$ cat config.mk
export PLATFORM = sky130hd
export DESIGN_NAME = tick_timer
export DESIGN_NICKNAME = d
export VERILOG_FILES = /design/src/rtl/tick_timer.sv
export SDC_FILE = /design/constraint.sdc
export NUM_CORES = 1
export LEC_CHECK = 0
export ABC_AREA = 1
export BUFFER_PORTS_ARGS = -buffer_cell sky130_fd_sc_hd__buf_2
export CORE_MARGIN = 2
export CORE_UTILIZATION = 40
export DETAILED_ROUTE_END_ITERATION = 8
export GPL_TIMING_DRIVEN = 0
export PLACE_DENSITY = 0.65
export SETUP_SLACK_MARGIN = 0.2
export SLEW_MARGIN = 20
export SYNTH_ARGS = -nofsm -noshare
export SYNTH_HDL_FRONTEND = slang
export SYNTH_SLANG_ARGS = --single-unit
$ cat constraint.sdc
create_clock -name clk_i -period 1.1 [get_ports clk_i]
set_input_delay 0.22 -clock clk_i [delete_from_list [all_inputs] [get_ports clk_i]]
set_output_delay 0.22 -clock clk_i [all_outputs]
set_load 0.05 [all_outputs]
$ cat src/rtl/tick_timer.sv
// Programmable tick generator: counts enabled cycles up to a loadable terminal
// value and emits a registered one-cycle tick, in periodic or one-shot mode.
module tick_timer #(
    parameter int WIDTH     = 7,
    parameter int COUNT_TO  = 100,
    parameter bit AUTOSTART = 1'b1
) (
    input  logic             clk_i,
    input  logic             rst_ni,
    input  logic             en_i,
    input  logic             start_i,
    input  logic             stop_i,
    input  logic             load_i,
    input  logic [WIDTH-1:0] period_i,
    input  logic             mode_i,
    output logic             tick_o,
    output logic             busy_o,
    output logic [WIDTH-1:0] count_o
);

    generate
        if (COUNT_TO < 1 || COUNT_TO > (1 << WIDTH)) begin : g_bad_count_to
            $error("tick_timer: COUNT_TO must lie in 1..2**WIDTH");
        end
    endgenerate

    typedef enum logic {
        IDLE = 1'b0,
        RUN  = 1'b1
    } state_t;

    localparam logic [WIDTH-1:0] RST_PERIOD = WIDTH'(COUNT_TO - 1);
    localparam state_t           RST_STATE  = AUTOSTART ? RUN : IDLE;

    state_t           state_reg;
    logic [WIDTH-1:0] count_reg;
    logic [WIDTH-1:0] period_reg;
    logic             mode_reg;
    logic             tick_reg;

    // Control pulses are prioritised load > stop > start > counting, and
    // every one of them clears the count so a shorter period is always safe.
    always_ff @(posedge clk_i or negedge rst_ni) begin
        if (!rst_ni) begin
            state_reg  <= RST_STATE;
            count_reg  <= '0;
            period_reg <= RST_PERIOD;
            mode_reg   <= 1'b0;
            tick_reg   <= 1'b0;
        end else if (load_i) begin
            period_reg <= period_i;
            mode_reg   <= mode_i;
            count_reg  <= '0;
            tick_reg   <= 1'b0;
        end else if (stop_i) begin
            state_reg  <= IDLE;
            count_reg  <= '0;
            tick_reg   <= 1'b0;
        end else if (start_i) begin
            state_reg  <= RUN;
            mode_reg   <= mode_i;
            count_reg  <= '0;
            tick_reg   <= 1'b0;
        end else if (state_reg == RUN && en_i) begin
            if (count_reg == period_reg) begin
                count_reg <= '0;
                tick_reg  <= 1'b1;
                if (mode_reg) begin
                    state_reg <= IDLE;
                end
            end else begin
                count_reg <= count_reg + WIDTH'(1);
                tick_reg  <= 1'b0;
            end
        end else begin
            tick_reg <= 1'b0;
        end
    end

    assign tick_o  = tick_reg;
    assign busy_o  = (state_reg == RUN);
    assign count_o = count_reg;

endmodule
* After elaboration in Yosys (flattened, before gate mapping)
Index checks and enable logic that the tools add are counted.
Word-level totals: RAM bits 0, flip-flop bits (word level) 17, latch bits 0, word-level logic and storage cells 35, bits in read-only memories 0, memories 0
Cells by class: mux-type cells 18, equality and inequality tests 2, shift-type cells 0, add/sub/neg operators 1, reductions and logical operators 8, bitwise gates (word level) 1, order comparisons 0, div/mod/pow operators 0, multipliers 0
Operators by type and width (number):
- $mux 7 | 5
- $mux 1 | 13
- $reduce_bool 3->1 | 3
- $add 7x1->7 const B | 1
- $eq 7x7->1 | 1
- $reduce_and 4->1 | 1
- $reduce_bool 4->1 | 1
- $ne 2x1->1 const B | 1
- $reduce_and 2->1 | 1
- $reduce_bool 2->1 | 1
- $logic_and 1x1->1 | 1
- $not 1->1 | 1

* Logic depth before layout (Yosys ltp)
Gate-level depths: netlist of run 1.
depth after elaboration 6, mapped depth 8, gate-level depth less buffers 8

* Least setup slack after synthesis of run 1
Ideal clock, no wire load.
path type reg-to-reg, start register count_reg[0], in the netlist count_o[0], end register count_reg[6], in the netlist count_o[6], setup time 76 ps, buffers on the path 0, stages on the path, launching flop included 8, slack -481 ps, arrival 1505 ps, period minus slack after synthesis 1581 ps, cell sequence dfrtp_1 > ha_1 > nand2_2 > nor2_2 > inv_1 > o21bai_1 > nand3_1 > o21ai_1
On the way: word-level cells in the longest chain between the ends 6
RTL lines:
- start: declaration | RTL line 36 | logic [WIDTH-1:0] count_reg;
- start signal: assignment | RTL line 72 | count_reg <= count_reg + WIDTH'(1);
- $add 7x1->7 / $eq 7x7->1 (equally long branches) | RTL line 72, 65
- $mux 7 * | RTL line 65 | if (count_reg == period_reg) begin
- $mux 7 * | RTL line 64 | end else if (state_reg == RUN && en_i) begin
- $mux 7 * | RTL line 59 | end else if (start_i) begin
- $mux 7 * | RTL line 55 | end else if (stop_i) begin
- $mux 7 * | RTL line 50 | end else if (load_i) begin
Every way passes the cells marked *; elsewhere a longest branch is shown, timed or not. The select of a mux whose other input is x is not followed. A chain may end at the register's enable or synchronous reset.

* Worst setup path in the final report of run 1
start register period_reg[6], end register count_reg[6], in the netlist count_o[6]
On the way: word-level cells in the longest chain between the ends 6
RTL lines:
- start: declaration | RTL line 37 | logic [WIDTH-1:0] period_reg;
- start signal: assignment | RTL line 51 | period_reg <= period_i;
- $eq 7x7->1 | RTL line 65
- $mux 7 | RTL line 65
- $mux 7 | RTL line 64
- $mux 7 | RTL line 59
- $mux 7 | RTL line 55
- $mux 7 | RTL line 50
Every way passes these cells. The select of a mux whose other input is x is not followed.

==> results of run 1 <==
## cells by family after synthesis
group,count (synthesis),share of synthesized area (%)
compound gates,19,11.5
xor+xnor,5,4.72
fa+ha+maj,1,1.35
buf+inv,17,7.15
flops,17,46.6
simple gates,58,28.7
## worst register-to-register path, cell delays in order (launching register included)
cell	delay (ns)
dfstp_2	0.56
xnor2_1	0.11
nand2_1	0.10
nor2_4	0.10
nand2_4	0.10
nand2_2	0.10
o21ai_1	0.07
## per-stage QoR
step           setup slack [ns]  instances  instance area (µm²)  TNS [ns]  util (%)
2_1_floorplan            -0.212        117                  956     -1.32         -
3_3_place_gp             -0.127        166                 1100     -1.03      49.5
3_5_place_dp             -0.144        166                 1100     -1.19      49.5
4_1_cts                  -0.160        174                 1230     -1.82      55.7
5_1_grt                  -0.226        175                 1280     -2.71      57.7
6_report                 -0.156        175                 1280     -1.72      57.7
## cell usage after synthesis (2+ instances only)
master,count
nor2_1,6
inv_1,13
o21ai_1,4
o21ai_0,4
nand3_1,7
xor2_1,2
dfrtp_1,12
dfstp_2,5
nor2_2,3
inv_2,2
a21oi_1,7
buf_2,2
xnor2_1,3
nand2_1,37
## layer usage
layer,wire [µm],share of wire (%),GRT usage (%)
met1,892,43,21.0
met2,1060,51,31.2
met3,88,4.3,3.45
met4,17,0.83,6.41
met5,0,0,0
## cell type report
class	instances	area share, %
well taps	28	2.75
repair buffers	26	16.1
inverters	15	4.61
clock inverters	1	0.392
flip-flops and latches	17	34.5
plain buffers	2	0.784
multi-input cells	83	39.1
clock buffers	3	1.76
## report_power, final
group / internal, mW / switching [mW]
sequential: 0.669 / 0.0236
clock: 0.135 / 0.211
combinational: 0.0862 / 0.133
total: 0.890 / 0.368
## worst min-delay path by stage
stage | from | endpoint | slack (ns)
floorplan | rst_ni | count_o[0] | -0.08
global placement | rst_ni | tick_o | 0.16
detailed placement | rst_ni | tick_o | 0.17
CTS | period_i[2] | period_reg[2] | 0.11
global route | period_i[6] | period_reg[6] | 0.12
finish | period_i[2] | period_reg[2] | 0.11
## what timing repair did
item,4_1_cts,5_1_grt
buffers inserted,3,1
hold endpoints to repair,12,0
setup endpoints to repair,18,18
resized for setup,22,12
hold buffers,1,0
pin swaps,3,1
==> results.json, run 1 <==
{
  "run_status": "complete, but fails checks",
  "violations": "negative setup slack",
  "slew_headroom_pct": 75.0,
  "start_kind": "flip-flop",
  "finalCritPeriodShare_pct": 114,
  "leakage_nw": 0.570,
  "cts-root-buf": "clkbuf_4",
  "slowest_stage": "dfstp_2",
  "grt_usage_pct": 17.6,
  "wire_per_inst_um": 11.8,
  "layout_commonest_cell": "nand2_1",
  "synthArstFlopShare_pct": 100,
  "worst_r2r_endpoint": "count_o[6]",
  "hp-class": "in2reg",
  "endpoint_kind": "flip-flop",
  "nets": 163,
  "path_buf_inv": 0,
  "layout_common_cells": "nand2_1, buf_2, inv_1, buf_6",
  "clockBufferDepth": 2,
  "antenna_found_initial": 0,
  "avgViaCountPerCell": 4.79,
  "ioPinCount": 23,
  "ff2ff_path_depth": 6,
  "cts_tree": "yes",
  "first_pass_iters": 4,
  "cts_made_buffers": 3,
  "synth_seq_cells": 17,
  "cts.sinks": 17,
  "antennaDiodeCount": 0,
  "cts.htree.levels": 1,
  "clk_pin_slew_ns": 0.11,
  "synth_cell_types": 24,
  "crit_required_ns": 1.30,
  "synth_area_per_cell_um2": 7.92,
  "reg2reg_slack_ns": -0.16,
  "worstSetupEndpoint": "count_o[6]",
  "worstSetupPathType": "reg2reg",
  "drt_iter0_drc": 13,
  "r2r_start": "period_reg[6]",
  "hold_violations": 0,
  "cp.arrival_ns": 1.45,
  "initial_utilization_pct": 41.9,
  "crit_path_max_incr_delay_ns": 0.56,
  "yosysTopAreaCell": "dfrtp_1",
  "die_h_um": 52.1,
  "multi_input_area_um2": 499,
  "dr_total_vias": 839,
  "synth_top_cell_area_share_pct": 32.4,
  "die-area_mm2": 0.00272,
  "grt_max_degree": 18,
  "min_period_ns": 1.26,
  "wirelength_mm": 2.06,
  "crit_cells": 6,
  "synth_flop_cell": "dfrtp_1",
  "die_x_um": 52.1,
  "rsz0062_at_grt": "yes",
  "clk_latency_ns": 0.30,
  "overflow": 0,
  "p_total_mw": 1.26,
  "setup_slack_ns": -0.156,
  "fillCellCount": 225,
  "routabilityCongestion": 0.821,
  "syn-cell-area_um2": 927,
  "grt_pass1_wl_mm": 3.50,
  "peakVddDrop_uv": 720,
  "portBuffers": 21,
  "areaGrowthSynthToFinish_pct": 37.7,
  "drc": 0,
  "core-area_mm2": 0.00221,
  "yosys-top-cells-area": "dfrtp_1, nand2_1, dfstp_2",
  "worstMarginPinSlew_ns": 0.375,
  "synth_edf_count": 0,
  "maxCapViolCount": 0,
  "clock_skew_ns": 0.00937,
  "crit_path_start": "period_reg[6]",
  "drive_gt1_share_pct": 48.3,
  "synthCells": 117,
  "synthesis.yosys.warnings": 0,
  "max_freq_mhz": 796,
  "register_area_um2": 440,
  "dp_hpwl_mm": 1.52,
  "whs_ns": 0.114,
  "drv_slew": 0,
  "setup_violations": 17,
  "yosysSeqAreaShare_pct": 46.6,
  "syn_nets": 132,
  "cp_cell_sequence": "xnor2_1, nand2_1, nor2_4, nand2_4, nand2_2, o21ai_1",
  "p_per_area_mw_per_mm2": 986,
  "hold_depth": 3,
  "worstPathMaxFanout": 7,
  "path_delay_family": "flip-flops",
  "detail-route-antenna-nets": 0,
  "grt_pass1_vias": 798,
  "num_rows": 17
}
(Power assumes the default switching activity.)
==> inputs of run 2 (changes only) <==
--- a/config.mk
+++ b/config.mk
@@ -7,8 +7,10 @@
 export LEC_CHECK = 0
 export ABC_AREA = 1
 export BUFFER_PORTS_ARGS = -buffer_cell sky130_fd_sc_hd__buf_2
+export CORE_ASPECT_RATIO = 1.2
 export CORE_MARGIN = 2
 export CORE_UTILIZATION = 40
+export CTS_BUF_LIST = sky130_fd_sc_hd__clkbuf_8
 export DETAILED_ROUTE_END_ITERATION = 8
 export GPL_TIMING_DRIVEN = 0
 export PLACE_DENSITY = 0.65
==> run 2 against run 1 <==
Net effect:
- combinational power shrank 5%
- first-iteration DRC count shrank 31%
- register-to-register slack got worse by 0.03 ns
- die area barely moved
- maximum frequency shrank 2.0%
- the flow still finishes with violations (negative setup slack)
- count of clock-buffer cells in the layout unchanged
- largest power group unchanged
- highest routed layer unchanged
- setup slack got worse by 0.026 ns
- clock power rose by 33%
==> results.json, run 2 (synthesis gave the netlist of run 1 again) <==
{
  "run_status": "complete, but fails checks",
  "violations": "negative setup slack",
  "drive_gt1_share_pct": 45.6,
  "avgViaCountPerCell": 4.75,
  "die_h_um": 56.7,
  "p_total_mw": 1.36,
  "areaGrowthSynthToFinish_pct": 40.6,
  "setup_violations": 13,
  "fin_cells": 178,
  "worstMarginPinSlew_ns": 0.457,
  "dr_wl_met2_mm": 1.13,
  "grt_pass1_vias": 823,
  "p_switching_uw": 362,
  "leakage_nw": 0.597,
  "peakVddDrop_uv": 699,
  "p_seq_share_pct": 50.9,
  "core-area_mm2": 0.00223,
  "crit_path_max_incr_delay_ns": 0.54,
  "maxCapViolCount": 0,
  "ff2ff_path_depth": 8,
  "hp-class": "in2reg",
  "crit_path_start": "period_reg[1]",
  "initial_utilization_pct": 41.5,
  "clock_skew_ns": 0.00476,
  "wl_met3_um": 50,
  "p_per_area_mw_per_mm2": 1040,
  "crit_required_ns": 1.28,
  "cts_made_buffers": 3,
  "layout_commonest_cell": "nand2_1",
  "p_int_uw": 999,
  "antenna_found_initial": 0,
  "antennaDiodeCount": 0,
  "dp_hpwl_mm": 1.50,
  "slew_headroom_pct": 69.4,
  "max_freq_mhz": 780,
  "detail-route-antenna-nets": 0,
  "drt-met1-wl_um": 851,
  "dr_total_vias": 846,
  "wire_per_inst_um": 11.7,
  "endpoint_kind": "flip-flop",
  "drc": 0,
  "grt_max_degree": 18,
  "top_layer": "met4",
  "worstPathMaxFanout": 7,
  "slowest_stage": "dfstp_2",
  "clk_pin_slew_ns": 0.07,
  "portBuffers": 21,
  "grt_pass1_wl_mm": 3.49,
  "hold_violations": 0,
  "hold_depth": 3,
  "r2r_start": "period_reg[1]",
  "first_pass_iters": 2,
  "pwr-share-clk_pct": 33.9,
  "start_kind": "flip-flop",
  "cp.arrival_ns": 1.46,
  "placedCellCount": 169,
  "layout_common_cells": "nand2_1, buf_2, inv_1, dfrtp_2",
  "drv_slew": 0,
  "rsz0062_at_grt": "yes",
  "setup_slack_ns": -0.182,
  "grt_usage_pct": 17.8,
  "cp_cell_sequence": "inv_1, nand2_1, nand2_1, nand2_2, nor2_4, nand2_4, nand3_2, a21oi_2",
  "wirelength_mm": 2.08,
  "ioPinCount": 23,
  "finalCritPeriodShare_pct": 117,
  "worstSetupPathType": "reg2reg",
  "overflow": 0,
  "num_rows": 19,
  "cts.htree.levels": 1,
  "clockBufferDepth": 2,
  "combPwrFrac_pct": 15.2,
  "clk_latency_ns": 0.26,
  "drt_iter0_drc": 9,
  "switching_share_pct": 26.6,
  "min-delay-start": "period_i[6]",
  "die_x_um": 48.0,
  "routabilityCongestion": 0.803,
  "nets": 163,
  "min_period_ns": 1.28,
  "cts.sinks": 17,
  "cp_common_cell": "nand2_1",
  "die-area_mm2": 0.00272,
  "cts_tree": "yes",
  "cts-root-buf": "clkbuf_8"
}
-- run 2: final timing paths --
check                           endpoint  slack, ns
min                        period_reg[6]       0.16
max reg2reg                   count_o[3]      -0.18
min in group asynchronous         tick_o       0.42
max                           count_o[3]      -0.18
max in group asynchronous  period_reg[5]       0.36
min reg2reg                period_reg[6]       0.47
-- run 2: worst max-delay path: cells and delay by family, from the launching register on --
kind | cells | cell delay, ns
AO/OA/AOI/OAI | 1 | 0.15
buffers and inverters | 1 | 0.05
flip-flops | 1 | 0.54
AND/OR/NAND/NOR | 6 | 0.46
-- run 2: timing repair --
action / 4_1_cts / 5_1_grt
hold buffers: 1 / 0
resized for setup: 20 / 14
pin swaps: 1 / 4
endpoints found under the hold margin: 12 / 0
setup endpoints to repair: 18 / 19
buffers inserted: 3 / 1
-- run 2: final cells by class --
cell class / instances / area, µm²
buffer: 2 / 10.0
clock buffer: 3 / 41.3
clock inverter: 1 / 3.75
fill: 214 / 931
inverter: 15 / 56.3
multi-input combinational: 83 / 497
sequential: 17 / 440
tap: 31 / 38.8
timing repair buffer: 26 / 216
-- run 2: power by group through the flow --
stage / registers, mW / clock network, mW / logic (mW)
floorplan: 0.714 / 0 / 0.108
global placement: 0.699 / 0 / 0.179
detailed placement: 0.702 / 0 / 0.185
CTS: 0.693 / 0.474 / 0.198
global route: 0.696 / 0.511 / 0.233
finish: 0.693 / 0.461 / 0.207
-- run 2: stage by stage --
step	hold WS, ns	worst slack [ns]	utilization, %	setup TNS (ns)	cell area, µm²
finish	0.158	-0.182	58.3	-1.66	1300
floorplan	-0.0756	-0.212	-	-1.32	956
CTS	0.153	-0.166	55.7	-1.61	1240
detailed placement	0.167	-0.141	49.2	-1.13	1100
global placement	0.165	-0.127	49.2	-1.02	1100
global route	0.173	-0.260	58.3	-2.49	1300
-- run 2: per-layer routing --
metal / vias up / GRT usage (%)
met5: - / 0
met4: 0 / 8.88
met3: 5 / 2.89
met2: 12 / 27.4
met1: 399 / 23.2
li1: 430 / -
